File: src/rtl/pipe_stage_buf.sv
// pipe_stage_buf: generic valid/ready pipeline register with optional skid slot,
// synchronous flush and a saturating stall-cycle counter.
//
// Ports:
//   clk, rst_n       rising-edge clock, asynchronous active-low reset
//   flush            synchronous clear of all entries (highest priority)
//   in_valid/ready   upstream handshake; in_ready is registered when SKID=1
//   in_data/ctrl     upstream payload and control bundles
//   out_valid/ready  downstream handshake
//   out_data/ctrl    main-register payload; out_ctrl reads 0 while out_valid=0
//   stall_cnt        cycles with out_valid=1 and out_ready=0, saturating
//   cnt_clr          synchronous clear of stall_cnt
module pipe_stage_buf #(
    parameter int DATA_W = 128,
    parameter int CTRL_W = 8,
    parameter int SKID   = 1,
    parameter int CNT_W  = 16
) (
    input  logic              clk,
    input  logic              rst_n,
    input  logic              flush,
    input  logic              in_valid,
    output logic              in_ready,
    input  logic [DATA_W-1:0] in_data,
    input  logic [CTRL_W-1:0] in_ctrl,
    output logic              out_valid,
    input  logic              out_ready,
    output logic [DATA_W-1:0] out_data,
    output logic [CTRL_W-1:0] out_ctrl,
    output logic [CNT_W-1:0]  stall_cnt,
    input  logic              cnt_clr
);

    localparam bit USE_SKID = (SKID != 0);

    // EMPTY: nothing held; FULL: main register valid;
    // OVER: main and skid both valid (only reachable with SKID=1).
    typedef enum logic [1:0] {
        EMPTY = 2'd0,
        FULL  = 2'd1,
        OVER  = 2'd2
    } state_e;

    state_e              state_q, state_d;
    logic [DATA_W-1:0]   data_q, data_d;
    logic [CTRL_W-1:0]   ctrl_q, ctrl_d;
    logic [DATA_W-1:0]   skid_data_q, skid_data_d;
    logic [CTRL_W-1:0]   skid_ctrl_q, skid_ctrl_d;
    logic                rdy_q, rdy_d;
    logic [CNT_W-1:0]    cnt_q, cnt_d;

    logic                in_xfer;
    logic                stalled;

    assign out_valid = (state_q != EMPTY);

    // With the skid slot, in_ready comes straight from a flop so no
    // combinational path exists from out_ready back to upstream.
    assign in_ready = USE_SKID ? rdy_q
                               : ((state_q == EMPTY) | out_ready);

    assign in_xfer  = in_valid & in_ready;
    assign stalled  = out_valid & ~out_ready;

    assign out_data  = data_q;
    assign out_ctrl  = out_valid ? ctrl_q : '0;
    assign stall_cnt = cnt_q;

    always_comb begin
        state_d     = state_q;
        data_d      = data_q;
        ctrl_d      = ctrl_q;
        skid_data_d = skid_data_q;
        skid_ctrl_d = skid_ctrl_q;

        if (flush) begin
            state_d     = EMPTY;
            data_d      = '0;
            ctrl_d      = '0;
            skid_data_d = '0;
            skid_ctrl_d = '0;
        end else if (USE_SKID) begin
            unique case (state_q)
                EMPTY: begin
                    if (in_xfer) begin
                        data_d  = in_data;
                        ctrl_d  = in_ctrl;
                        state_d = FULL;
                    end
                end
                FULL: begin
                    if (out_ready) begin
                        if (in_xfer) begin
                            data_d = in_data;
                            ctrl_d = in_ctrl;
                        end else begin
                            // out_data keeps its last value;
                            // out_ctrl is masked by out_valid.
                            state_d = EMPTY;
                        end
                    end else if (in_xfer) begin
                        skid_data_d = in_data;
                        skid_ctrl_d = in_ctrl;
                        state_d     = OVER;
                    end
                end
                OVER: begin
                    if (out_ready) begin
                        data_d  = skid_data_q;
                        ctrl_d  = skid_ctrl_q;
                        state_d = FULL;
                    end
                end
                default: state_d = EMPTY;
            endcase
        end else begin
            if (in_xfer) begin
                data_d  = in_data;
                ctrl_d  = in_ctrl;
                state_d = FULL;
            end else if (out_valid & out_ready) begin
                state_d = EMPTY;
            end
        end
    end

    // Registered ready tracks the next-cycle skid occupancy.
    assign rdy_d = (state_d != OVER);

    always_comb begin
        cnt_d = cnt_q;
        if (cnt_clr) begin
            cnt_d = '0;
        end else if (stalled && (cnt_q != {CNT_W{1'b1}})) begin
            cnt_d = cnt_q + CNT_W'(1);
        end
    end

    always_ff @(posedge clk or negedge rst_n) begin
        if (!rst_n) begin
            state_q     <= EMPTY;
            data_q      <= '0;
            ctrl_q      <= '0;
            skid_data_q <= '0;
            skid_ctrl_q <= '0;
            rdy_q       <= 1'b0;
            cnt_q       <= '0;
        end else begin
            state_q     <= state_d;
            data_q      <= data_d;
            ctrl_q      <= ctrl_d;
            skid_data_q <= skid_data_d;
            skid_ctrl_q <= skid_ctrl_d;
            rdy_q       <= rdy_d;
            cnt_q       <= cnt_d;
        end
    end

endmodule

File: config.mk
export PLATFORM = sky130hd
export DESIGN_NAME = pipe_stage_buf
export DESIGN_NICKNAME = d
export VERILOG_FILES = /design/src/rtl/pipe_stage_buf.sv
export SDC_FILE = /design/constraint.sdc
export NUM_CORES = 1
export LEC_CHECK = 0
export ABC_AREA = 0
export CAP_MARGIN = 15
export CORE_MARGIN = 4
export CORE_UTILIZATION = 45
export DETAILED_ROUTE_END_ITERATION = 12
export PLACE_DENSITY_LB_ADDON = 0.08
export SYNTH_ARGS = -nofsm -noshare
export SYNTH_HDL_FRONTEND = slang
export SYNTH_SLANG_ARGS = --single-unit
File: constraint.sdc
create_clock -name clk -period 1.8 [get_ports clk]
set_input_delay 0.18 -clock clk [delete_from_list [all_inputs] [get_ports clk]]
set_output_delay 0.18 -clock clk [all_outputs]
set_load 0.01 [all_outputs]
---- Word level (Yosys, flattened, before mapping) ----
Index checks and enable logic that the tools add are counted.
word-level totals
  flip-flop bits (word level) ............. 291
  bits of input ports ..................... 142
  output and inout port bits .............. 154
  word-level logic and storage cells ...... 55
operators by class
  add/sub/neg operators ................... 1
  eq/ne operators ......................... 7
  mux-type cells .......................... 28
  bitwise gates (word level) .............. 3
  reduce and logical (&&, ||, !) cells .... 9
operator list
  kind                                                             number
  128-bit two-way mux                                              8
  128-bit one-hot mux with 3 select lines                          1
  8-bit two-way mux                                                9
  16-bit two-way mux                                               2
  8-bit one-hot mux with 3 select lines                            1
  16-bit by 1-bit adder with 16-bit output, second input constant  1
  16-bit != test, second input constant                            1
  2-bit two-way mux                                                6
  2-bit nonzero test                                               4
  3-bit != test, second input constant                             2
  2-bit one-hot mux with 3 select lines                            1
  3-bit AND reduction                                              2
  2-bit != test, second input constant                             2
  4-bit nonzero test                                               1
  1-bit bitwise AND                                                2
  2-bit by 1-bit == test with 1-bit output, second input constant  1
  2-bit == test, second input constant                             1
  2-bit logical NOT                                                1
  1-bit logical AND                                                1
  1-bit inverter                                                   1

---- Longest topological paths before layout ----
  depth after elaboration ................. 6
  gate-level depth with buffers ........... 9
  gate-level depth less buffers ........... 6

---- Least setup slack after synthesis ----
OpenSTA, ideal clock, no wires.
  path kind ............................... register to register
  start point ............................. reg state_q[0]
  end point ............................... reg rdy_q, in the netlist in_ready
  library setup time ...................... 146 ps
  data arrival time ....................... 1820 ps
  required time ........................... 1654 ps
  slack ................................... -166 ps
  stages on the path, launching flop included .. 7
  buffers on the path ..................... 1
  period minus slack after synthesis ...... 1966 ps
  path through ............................ dfrtp_1 inv_1 ha_1 buf_2 a31o_2 a221oi_1 or4b_2
between the ends
  word-level cells in the longest chain between the ends .. 5
  elaborated cells between the ends (all ways) .. 11
  those cells by class .................... 3 x eq/ne; 7 x mux; 1 x reduce/logical
RTL lines
  item                                       RTL line  RTL
  start: declaration                         44        state_e state_q, state_d;
  start signal: assignment                   149       state_q <= state_d;
  2-bit two-way mux (on tied branches)       101, 93
  2-bit two-way mux                          92        if (out_ready) begin
  2-bit one-hot mux with 3 select lines (*)  83        unique case (state_q)
  2-bit two-way mux (*)                      76        if (flush) begin
  2-bit != test (*)                          128       assign rdy_d = (state_d != OVER);
  named net rdy_d                            49        logic rdy_q, rdy_d;
  end signal: assignment                     154       rdy_q <= rdy_d;
  end: declaration                           49
The timed path passes the listed nets; every way through them passes the cells marked *.
A chain may end at the register's enable or synchronous reset.

---- Final worst setup path ----
  start point ............................. reg state_q[0]
  end point ............................... reg data_q[59], in the netlist out_data[59]
between the ends
  word-level cells in the longest chain between the ends .. 3
  elaborated cells between the ends (all ways) .. 9
  those cells by class .................... 4 x eq/ne; 2 x mux; 3 x reduce/logical
RTL lines
  item                                                                    RTL line  RTL
  2-bit by 1-bit == test with 1-bit output, or another cell as far along  83
  3-bit != test (no line), or another cell as far along                   -
  3-bit AND reduction (no line) or 128-bit two-way mux (tied branches)    -
  end signal: assignment                                                  150       data_q <= data_d;
  end: declaration                                                        45        logic [DATA_W-1:0] data_q, data_d;
Parallel ways exist; a longest one is shown, timed or not.

==> flow_metrics.env <==
export IMPL_cts_root_buffer_cell="sky130_fd_sc_hd__clkbuf_16"
export IMPL_critical_path_rt_ps=2240
export IMPL_finalCriticalPeriod_ps=2120
export IMPL_viasPerCell=5.81
export IMPL_detailedPlacementHpwl_um=22200
export IMPL_tightest_slew_ps=939
export IMPL_endpoint_kind="flop"
export IMPL_ys_types=41
export IMPL_die_height_um=175
export IMPL_detailedPlace_worstSlack_ps=-366
export IMPL_synth_yosys_seq_area_share_pct=58.2
export IMPL_cts_inserted_buffers=31
export IMPL_r2r_setup_slack_ps=-320
export IMPL_timing_critical_path_from_type="flop"
export IMPL_cellPowerDensity_mw_per_mm2=933
export IMPL_final_nets=1619
export IMPL_cts_tree="done"
export IMPL_synth_simple_gate_area_share_pct=6.93
export IMPL_drive_gt1_share_pct=33.2
export IMPL_hold_path_class="input pin to asynchronous set/reset pin"
export IMPL_final_period_utilization_pct=118
export IMPL_asyncSetResetFlopFracSynth_pct=100
export IMPL_areaGrowthSynthToFinish_pct=67.8
export IMPL_remaining_drc_errors=0
export IMPL_maxSlewHeadroom_pct=37.4
export IMPL_global_route_wire_length_before_repair_um=62400
export IMPL_report_power_total_mw=19.6
export IMPL_leakagePower_nw=8.66
export IMPL_hold_fails_final_rpt=0
export IMPL_regToRegStartpoint="state_q[0]"
export IMPL_starting_density_of_the_core_pct=46.0
export IMPL_synth_seq_cells=291
export IMPL_globalRouteOverflowTotal=0
export IMPL_drt_iter0_drc=788
export IMPL_nets_in_the_synthesized_netlist=1191
export IMPL_crit_chain="inv_2 > buf_6 > ha_4 > or2_4 > a211oi_4 > buf_4 > buf_12 > buf_12 > buf_12 > nor2_1 > a211oi_1"
export IMPL_dieWidth_um=175
export IMPL_dr_total_vias=10900
export IMPL_r2r_end="out_data[59]"
export IMPL_synth_enable_flop_cells=0
export IMPL_final_max_slew_violation_count=0
export IMPL_number_of_cells_on_the_worst_reg_to_reg_path=11
export IMPL_postSynthAreaPerCell_um2=12.0
export IMPL_die_footprint_mm2=0.0305
export IMPL_ys_dominant_reg_cell="sky130_fd_sc_hd__dfrtp_1"
export IMPL_path_common_cell="sky130_fd_sc_hd__buf_12"
export IMPL_synthesis_area_mm2=0.0125
export IMPL_grt_pass1_vias=10800
export IMPL_yosys_area_share_adder_pct=0.580
export IMPL_number_of_antenna_violations_at_the_first_check_in_global_routing=3
export IMPL_synth_compound_area_share_pct=19.5
export IMPL_grt_use_total_pct=25.2
export IMPL_mux_cell_area_share_after_synthesis_pct=11.1
export IMPL_max_cap_check_violation_count=0
export IMPL_vdd_ir_drop_max_v=0.000756
export IMPL_detail_route_wl_per_cell_um=23.7
export IMPL_routed_wirelength_um=44300
export IMPL_setup_slack_ps=-320
export IMPL_synthesis_instances=1044
export IMPL_detailed_routing_iteration_count_for_the_pre_antenna_repair_pass=5
export IMPL_violations="setup timing"
export IMPL_rsz0062_at_grt="true"
export IMPL_cp_data_arrival_time_ps=2560
export IMPL_ant_nets_after_route=0
export IMPL_synth_top_family_by_area="compound AO/OA/AOI/OAI gates"
export IMPL_portBuffers=295
export IMPL_setup_viol=298
export IMPL_clk_pin_slew_ps=70
export IMPL_cts_num_sinks=291
export IMPL_std_cell_rows=60
export IMPL_worst_clock_skew_ps=25.2
export IMPL_floorplan_core_area_mm2=0.0272
export IMPL_critical_path_max_fanout=13
export IMPL_run_status="finished with violations"
export IMPL_design_portCount=296
export IMPL_gp_congestion=0.782
export IMPL_clock_tree_buffer_depth=3
export IMPL_cts_max_level=1
export IMPL_yosys_warnings=0
export IMPL_timing_critical_path_slowest_cell_delay_ps=380
export IMPL_max_freq_mhz=472
export IMPL_grt_start_max_net_pins=88
export IMPL_cpMaxStageDelayCell="sky130_fd_sc_hd__dfrtp_1"
export IMPL_yosys_area_share_xor_xnor_pct=0.0700
export IMPL_critPathKind="flop to flop"
export IMPL_clock_insertion_delay_worst_skew_ps=560
## state kept, by name, indices dropped and copies added (netlist names)
signal       flops
out_data       128
skid_data_q    128
stall_cnt       16
ctrl_q           8
skid_ctrl_q      8
state_q          2
in_ready         1
## metal layers
metal  wire [um]  GRT usage (%)
met5          31              0
met4        1290           5.83
met3        3730           7.25
met2       21800           41.0
met1       17400           33.9
## cell usage in the layout, fill, tap and decap left out, drive strengths merged, types with 8 or more instances in the layout
cell and instances:
a211oi 138, a21oi 13, a22o 137, buf 184, clkbuf 64, clkdlybuf4s50 284
dfrtp 291, inv 8, mux2i 137, nand2 10, nor2 144, nor2b 10
## area by class of cell
type / instances / area (um2)
Clock buffer: 43 / 881
Clock inverter: 14 / 188
Fill cell: 1694 / 6190
Sequential cell: 291 / 7280
Tap cell: 372 / 465
Multi-Input combinational cell: 651 / 6080
Timing Repair Buffer: 491 / 6060
Antenna cell: 1 / 2.50
Inverter: 6 / 27.5
## how the worst max path moves through the flow
| stage | start | end | slack, ps |
|---|---|---|---|
| after floorplan | state_q[1] | skid_data_q[40] | -70 |
| after global placement | out_ready | in_ready | -260 |
| after detailed placement | out_ready | out_data[120] | -370 |
| after global routing | state_q[0] | out_data[59] | -410 |
| after CTS | state_q[0] | out_data[87] | -340 |
| final | state_q[0] | out_data[59] | -320 |
## report_power, final
| group | total (mW) | switching [mW] | leakage, nW | internal, mW |
|---|---|---|---|---|
| clock | 6.69 | 2.69 | 0.526 | 3.99 |
| combinational | 5.41 | 2.45 | 4.21 | 2.96 |
| sequential | 7.48 | 0.437 | 3.93 | 7.04 |
| total | 19.6 | 5.58 | 8.66 | 14.0 |
## cell families (layout without fill, tap and decap cells)
| logic type | after synthesis | after routing |
|---|---|---|
| AO/OA/AOI/OAI | 306 | 306 |
| XOR/XNOR | 1 | 1 |
| adder cells (fa/ha/maj) | 6 | 6 |
| buffers and inverters | 102 | 554 |
| flip-flops | 291 | 291 |
| multiplexers | 139 | 139 |
| other | 0 | 1 |
| AND/OR/NAND/NOR | 199 | 199 |
## what timing repair did
action | 4_1_cts | 5_1_grt
endpoints found under the hold margin | 128 | 0
setup endpoints to repair | 290 | 302
pin swaps | 39 | 113
setup buffers | 49 | 30
hold buffers | 2 | 0
gates resized for setup | 181 | 270
gates cloned | 30 | 26
## Yosys cell counts, types with 3 or more instances
| cell type | number | area share, % |
|---|---|---|
| sky130_fd_sc_hd__a22o_1 | 137 | 9.6 |
| sky130_fd_sc_hd__o31ai_1 | 4 | 0.24 |
| sky130_fd_sc_hd__a21oi_1 | 13 | 0.52 |
| sky130_fd_sc_hd__inv_1 | 6 | 0.18 |
| sky130_fd_sc_hd__clkbuf_1 | 44 | 1.3 |
| sky130_fd_sc_hd__ha_1 | 5 | 0.50 |
| sky130_fd_sc_hd__mux2i_1 | 137 | 11 |
| sky130_fd_sc_hd__nor3_1 | 6 | 0.24 |
| sky130_fd_sc_hd__nand2_1 | 10 | 0.30 |
| sky130_fd_sc_hd__nor2b_1 | 10 | 0.50 |
| sky130_fd_sc_hd__nor2_1 | 144 | 4.3 |
| sky130_fd_sc_hd__buf_2 | 40 | 1.6 |
| sky130_fd_sc_hd__nand3_1 | 5 | 0.20 |
| sky130_fd_sc_hd__o21ai_0 | 5 | 0.20 |
| sky130_fd_sc_hd__buf_1 | 10 | 0.30 |
| sky130_fd_sc_hd__a211oi_1 | 137 | 8.2 |
| sky130_fd_sc_hd__or4_1 | 4 | 0.24 |
| sky130_fd_sc_hd__dfrtp_1 | 291 | 58 |
| sky130_fd_sc_hd__nand4_1 | 4 | 0.20 |
| sky130_fd_sc_hd__or3_1 | 5 | 0.25 |
| sky130_fd_sc_hd__and3_1 | 3 | 0.15 |
## stage by stage
stage | utilization (%) | area, um2 | hold slack [ps] | instances | setup TNS, ps
3_3_place_gp | 60.2 | 16400 | 156 | 1693 | -45000
3_5_place_dp | 60.2 | 16400 | 157 | 1693 | -49920
2_1_floorplan | - | 12600 | -116 | 1044 | -8670
6_report | 77.2 | 21000 | 153 | 1869 | -54020
4_1_cts | 70.9 | 19300 | 162 | 1830 | -69270
5_1_grt | 77.2 | 21000 | 188 | 1869 | -79770
## worst max-delay path: cells and delay by family, from the launching register on
family | cells | cell delay [ps]
AND/OR/NAND/NOR | 2 | 280
adder cells (fa/ha/maj) | 1 | 150
flip-flops | 1 | 380
buffers and inverters | 6 | 730
AO/OA/AOI/OAI | 2 | 440
Power figures use the tool's default switching activity.
==> edit 1 (same flow settings) <==
Change the parameter `DATA_W` from 128 to 256.
--- a/src/rtl/pipe_stage_buf.sv
+++ b/src/rtl/pipe_stage_buf.sv
@@ -11,7 +11,7 @@
 //   stall_cnt        cycles with out_valid=1 and out_ready=0, saturating
 //   cnt_clr          synchronous clear of stall_cnt
 module pipe_stage_buf #(
-    parameter int DATA_W = 128,
+    parameter int DATA_W = 256,
     parameter int CTRL_W = 8,
     parameter int SKID   = 1,
     parameter int CNT_W  = 16
Interface: changed (resized in_data and out_data); port bits go from 296 to 552. No check against the original RTL was run, so the function may have changed too.
==> edit 1 against the unedited design <==
The flow still finishes with violations (negative setup slack); non-clock buffer count is 261 higher; die area is 80% higher; sequential cell count is 256 higher; clock power is 73% higher; via count is 75% higher; first-iteration DRC count is 73% higher; setup slack worse by 0.12 ns; wire length is 83% higher; cell area is 65% higher; worst hold slack worse by 0.070 ns; area after synthesis is 85% higher; total power is 73% higher; final cell count is 74% higher; largest power group unchanged.
==> edit 1: results (changes against the unedited design) <==
[global_routing]
grt_util_met2_pct = 44.0  ; +3.0 points
antenna_found_initial = 19  ; +16
grt.total_usage_pct = 26.9  ; +1.7 points
grt_max_degree = 102  ; +16%
grt_pass1_wl_microns = 116000  ; +85%
grt_use_met1_pct = 34.4  ; +0.54 points
grt_pass1_vias = 19223  ; +78%
gr-usage-met3_pct = 7.78  ; +0.53 points

[logic_synthesis]
synth_cell_types = 39  ; -4.9%
syn_nets = 2173  ; +82%
synth-adder-area-share_pct = 0.314  ; -0.27 points
synth_mux_area_share_pct = 11.6  ; +0.45 points
synth-compound-area-share_pct = 19.5  ; +0.029 points
synth_xor_area_share_pct = 0.0379  ; -0.032 points
yosysSeqAreaShare_pct = 59.3  ; +1.1 points
syn_avg_cell_area_sq_um = 12.2  ; +1.5%
yosysWarnings = 0  ; unchanged
synth_commonest_cells = dfrtp_1, nor2_1, a211oi_1, a22o_1, mux2i_1
synth_area_leaders = dfrtp_1, mux2i_1, a22o_1, a211oi_1, nor2_1

[critical_path]
r2r-start = state_q[1]$_DFF_PN0_
crit_family = buffers and inverters
cp_max_fo = 6  ; -7
crit_arrival_ns = 2.70  ; +0.14 ns
r2r_end = out_data[176]$_DFFE_PN0P_
worst_path_largest_cell_delay_ns = 0.40  ; +0.02 ns

[cells_and_area]
fillers = 3676  ; +120%
fin_nets = 2805  ; +73%
fin_area_sq_um = 34600  ; +65%
drive_gt1_share_pct = 18.1  ; -15 points

[placed_design]
hpwl_microns = 48500  ; +120%
dpl_worst_slack_ns = -0.462  ; -0.0957 ns
dpl.cell_count = 3050  ; +80%
dpl_cell_area_sq_um = 30000  ; +83%
io_buffers = 551  ; +87%
place_congestion = 0.846  ; +8.3%

[routing]
wl_per_cell_microns = 24.8  ; +4.9%
dr.pass1.iters = 7  ; +2
wl_met3_microns = 6670  ; +79%
wl_met1_microns = 31900  ; +83%
vias_per_cell = 5.85  ; +0.64%
wl_met2_microns = 39600  ; +82%
wirelength_microns = 81000  ; +83%
drt_iter0_drc = 1362  ; +73%

[sta]
whs_ns = 0.0828  ; -0.0704 ns
tns_ns = -138.82  ; -84.80 ns
fin_skew_ns = 0.0214  ; -0.00379 ns
fin_ws_ns = -0.442  ; -0.122 ns
tightest_slew_ns = 0.682  ; -0.257 ns
finalSetupViolations = 574  ; +93%

[power]
p_switching_uw = 9500  ; +70%
ir_drop_v = 0.000749  ; -0.85%
p_leak_uw = 0.0145  ; +67%

[outcome]
status = complete, but fails checks
failed_checks = negative setup slack

[clock_tree]
cts_buffers = 59  ; +90%
htree_levels = 2  ; +1
clk_latency_ns = 0.61  ; +0.05 ns

edit 1: changes by cell type in the layout (fill, tap and decap cells not counted), moves of 32 or more:
cell	delta
dfrtp_1	+256
nor2_1	+196
a211oi_1	+126
a22o_1	+128
clkdlybuf4s50_1	+256
mux2i_1	+127
clkbuf_16	+32
nor2_4	-52
edit 1: final cells by class:
class | count | area share, %
timing repair buffer | 752 | 25.3
sequential | 547 | 39.5
clock inverter | 9 | 0.141
multi-input combinational | 1163 | 27.4
clock buffer | 92 | 5.12
inverter | 7 | 0.0758
tap | 672 | 2.43
antenna | 17 | 0.123
edit 1: power groups by stage:
| stage | Clock [uW] | Combinational [uW] | Sequential (uW) |
|---|---|---|---|
| after floorplan | 0 | 2480 | 14300 |
| after global routing | 12300 | 8840 | 14000 |
| after global placement | 0 | 6100 | 14000 |
| after CTS | 11800 | 7420 | 13900 |
| after detailed placement | 0 | 6200 | 14100 |
| final | 11600 | 8330 | 13900 |
edit 1: kinds of logic (layout without fill, tap and decap cells):
group | Yosys count | count (layout)
xor gates and xnor gates | 1 | 1
buffers and inverters | 188 | 860
and+or+nand+nor | 328 | 328
DFF | 547 | 547
other | 0 | 17
AOI/OAI and AO/OA | 561 | 561
muxes | 267 | 267
adders and majority gates | 6 | 6
edit 1: repair_timing:
action / in CTS / in global routing
gates cloned: 26 / 26
hold buffers: 1 / 1
hold endpoints to repair: 509 / 8
buffers inserted: 23 / 21
pin swaps: 16 / 70
endpoints found under the setup margin: 580 / 601
gates resized for setup: 128 / 180
edit 1: worst register-to-register path, delay by kind of cell, from the launching register on:
| kind | cells | cell delay (ns) |
|---|---|---|
| compound gates | 2 | 0.38 |
| fa+ha+maj | 1 | 0.16 |
| buf+inv | 7 | 0.93 |
| flops | 1 | 0.40 |
| simple gates | 1 | 0.23 |
==> edit 2 (config.mk and constraints unchanged) <==
Without the edit above. Encoding of `state_e`: now one-hot (3 bits for 3 states).
--- a/src/rtl/pipe_stage_buf.sv
+++ b/src/rtl/pipe_stage_buf.sv
@@ -35,10 +35,10 @@
 
     // EMPTY: nothing held; FULL: main register valid;
     // OVER: main and skid both valid (only reachable with SKID=1).
-    typedef enum logic [1:0] {
-        EMPTY = 2'd0,
-        FULL  = 2'd1,
-        OVER  = 2'd2
+    typedef enum logic [2:0] {
+        EMPTY = 3'b001,
+        FULL  = 3'b010,
+        OVER  = 3'b100
     } state_e;
 
     state_e              state_q, state_d;
Function: same outputs for any inputs over 4 cycles, from zero or initial values and one cycle with rst_n low; so few cycles prove little.
==> edit 2 against the unedited design <==
The run still ends with negative setup slack left; setup slack gained 0.017 ns; cell area grew 6.9%; sequential cell count grew 1; die area grew 6.3%; maximum frequency grew 0.83%; combinational power shrank 30%; area after synthesis grew 6.6%; worst hold slack is essentially flat; wire length grew 11%; final cell count grew 14%; sequential power shrank 4.0%; via count grew 16%; total power shrank 8.7%; global-route usage grew 1.4 points.
==> edit 2: results (changes against the unedited design) <==
[outcome]
status = complete, but fails checks
failed_checks = negative setup slack

[routing]
num_vias = 12645  ; +16%
wl_per_cell_microns = 23.1  ; -2.6%

[sta]
finalSetupViolations = 163  ; -45%
tightest_slew_ns = 0.561  ; -0.378 ns
fin_skew_ns = 0.0187  ; -0.00650 ns
fin_ws_ns = -0.303  ; +0.0175 ns

[logic_synthesis]
yosysSeqAreaShare_pct = 54.8  ; -3.4 points
synth_area_leaders = dfrtp_1, mux2i_1, nand2_1, a211oi_1, a21oi_1
synth_commonest_cells = dfrtp_1, nand2_1, a21oi_1, mux2i_1, nor3_1

[clock_tree]
cts_buffers = 34  ; +9.7%
htree_levels = 2  ; +1
clk_latency_ns = 0.51  ; -0.05 ns

[global_routing]
grt_pass1_vias = 12430  ; +15%
grt_pass1_wl_microns = 70800  ; +13%
grt.total_usage_pct = 26.6  ; +1.4 points
antenna_found_initial = 6  ; +3

[hold_path]
hold_class = primary input to flip-flop

[critical_path]
cp_max_fo = 6  ; -7
cp_slowest_cell = dfstp_2
reg2reg_depth = 9  ; -2
crit_arrival_ns = 2.49  ; -0.07 ns
r2r_end = out_data[32]$_DFFE_PN0P_
worst_path_largest_cell_delay_ns = 0.53  ; +0.15 ns

[cells_and_area]
fin_nets = 1869  ; +15%

[placed_design]
dpl.cell_count = 1997  ; +18%
place_congestion = 0.791  ; +1.2%
hpwl_microns = 25600  ; +15%

[power]
ir_drop_v = 0.000784  ; +3.8%
p_leak_uw = 0.00860  ; -0.79%

-- edit 2: cell types whose count changed in the layout (fill, tap and decap cells not counted), moves of 58 or more --
cell	before	now
nor3_2	0	78
a21oi_2	5	77
a21oi_1	7	73
nor2_4	58	0
a22o_1	137	0
nor3_4	1	59
nand2_1	10	265
-- edit 2: worst max-delay path by stage --
stage,startpoint,end,cells after the start
after global routing,state_q[0]$_DFF_PN1_,out_data[32]$_DFFE_PN0P_,9
after detailed placement,out_ready,stall_cnt[7]$_DFFE_PN0P_,5
after global placement,out_ready,stall_cnt[7]$_DFFE_PN0P_,5
final,state_q[0]$_DFF_PN1_,out_data[32]$_DFFE_PN0P_,9
after CTS,state_q[0]$_DFF_PN1_,out_valid,4
after floorplan,stall_cnt[0]$_DFFE_PN0P_,stall_cnt[10]$_DFFE_PN0P_,6
-- edit 2: layout make-up --
cell class              instances  area [sq um]
clock buffers                  48           995
fillers                      1835          6500
flip-flops and latches        292          7310
inverters                       3          11.3
clock inverters                13           128
repair inverters                1          7.51
multi-input cells             927          7660
diodes                          3          7.51
well taps                     384           480
repair buffers                467          5830
-- edit 2: power breakdown --
group	switching, uW	internal, uW	leakage (uW)
Sequential	308	6880	0.00395
Clock	2770	4160	0.000559
Combinational	1730	2040	0.00408
-- edit 2: cells by family after synthesis --
logic type                 after synthesis  share of synthesized area (%)
AOI/OAI and AO/OA                      305                           14.3
adders and majority gates                1                         0.0938
and+or+nand+nor                        478                           16.0
muxes                                  140                           10.5
buffers and inverters                  130                           4.22
DFF                                    292                           54.8
xor gates and xnor gates                 1                         0.0657
-- edit 2: per-layer routing --
| metal | global-route usage (%) | up-vias | wire length (microns) |
|---|---|---|---|
| li1 | - | 5594 | - |
| met1 | 35.5 | 6402 | 19900 |
| met2 | 43.9 | 525 | 24300 |
| met3 | 6.12 | 118 | 3630 |
| met4 | 8.14 | 6 | 1540 |
| met5 | 0 | - | 40 |
-- edit 2: stage by stage --
step | TNS, ns | hold slack, ns | setup slack, ns | area [sq um]
6_report | -21.84 | 0.154 | -0.303 | 22400
5_1_grt | -40.07 | 0.154 | -0.371 | 22400
4_1_cts | -25.51 | 0.102 | -0.233 | 20800
3_5_place_dp | -62.88 | 0.120 | -0.394 | 17500
3_3_place_gp | -60.90 | 0.119 | -0.332 | 17500
2_1_floorplan | -0.594 | -0.116 | -0.178 | 13300
-- edit 2: what timing repair did --
| item | CTS | global route |
|---|---|---|
| gates resized for setup | 349 | 211 |
| hold endpoints to repair | 113 | 0 |
| setup buffers | 21 | 9 |
| hold buffers | 1 | 0 |
| pin swaps | 44 | 34 |
| gates cloned | 25 | 25 |
| setup endpoints to repair | 153 | 298 |
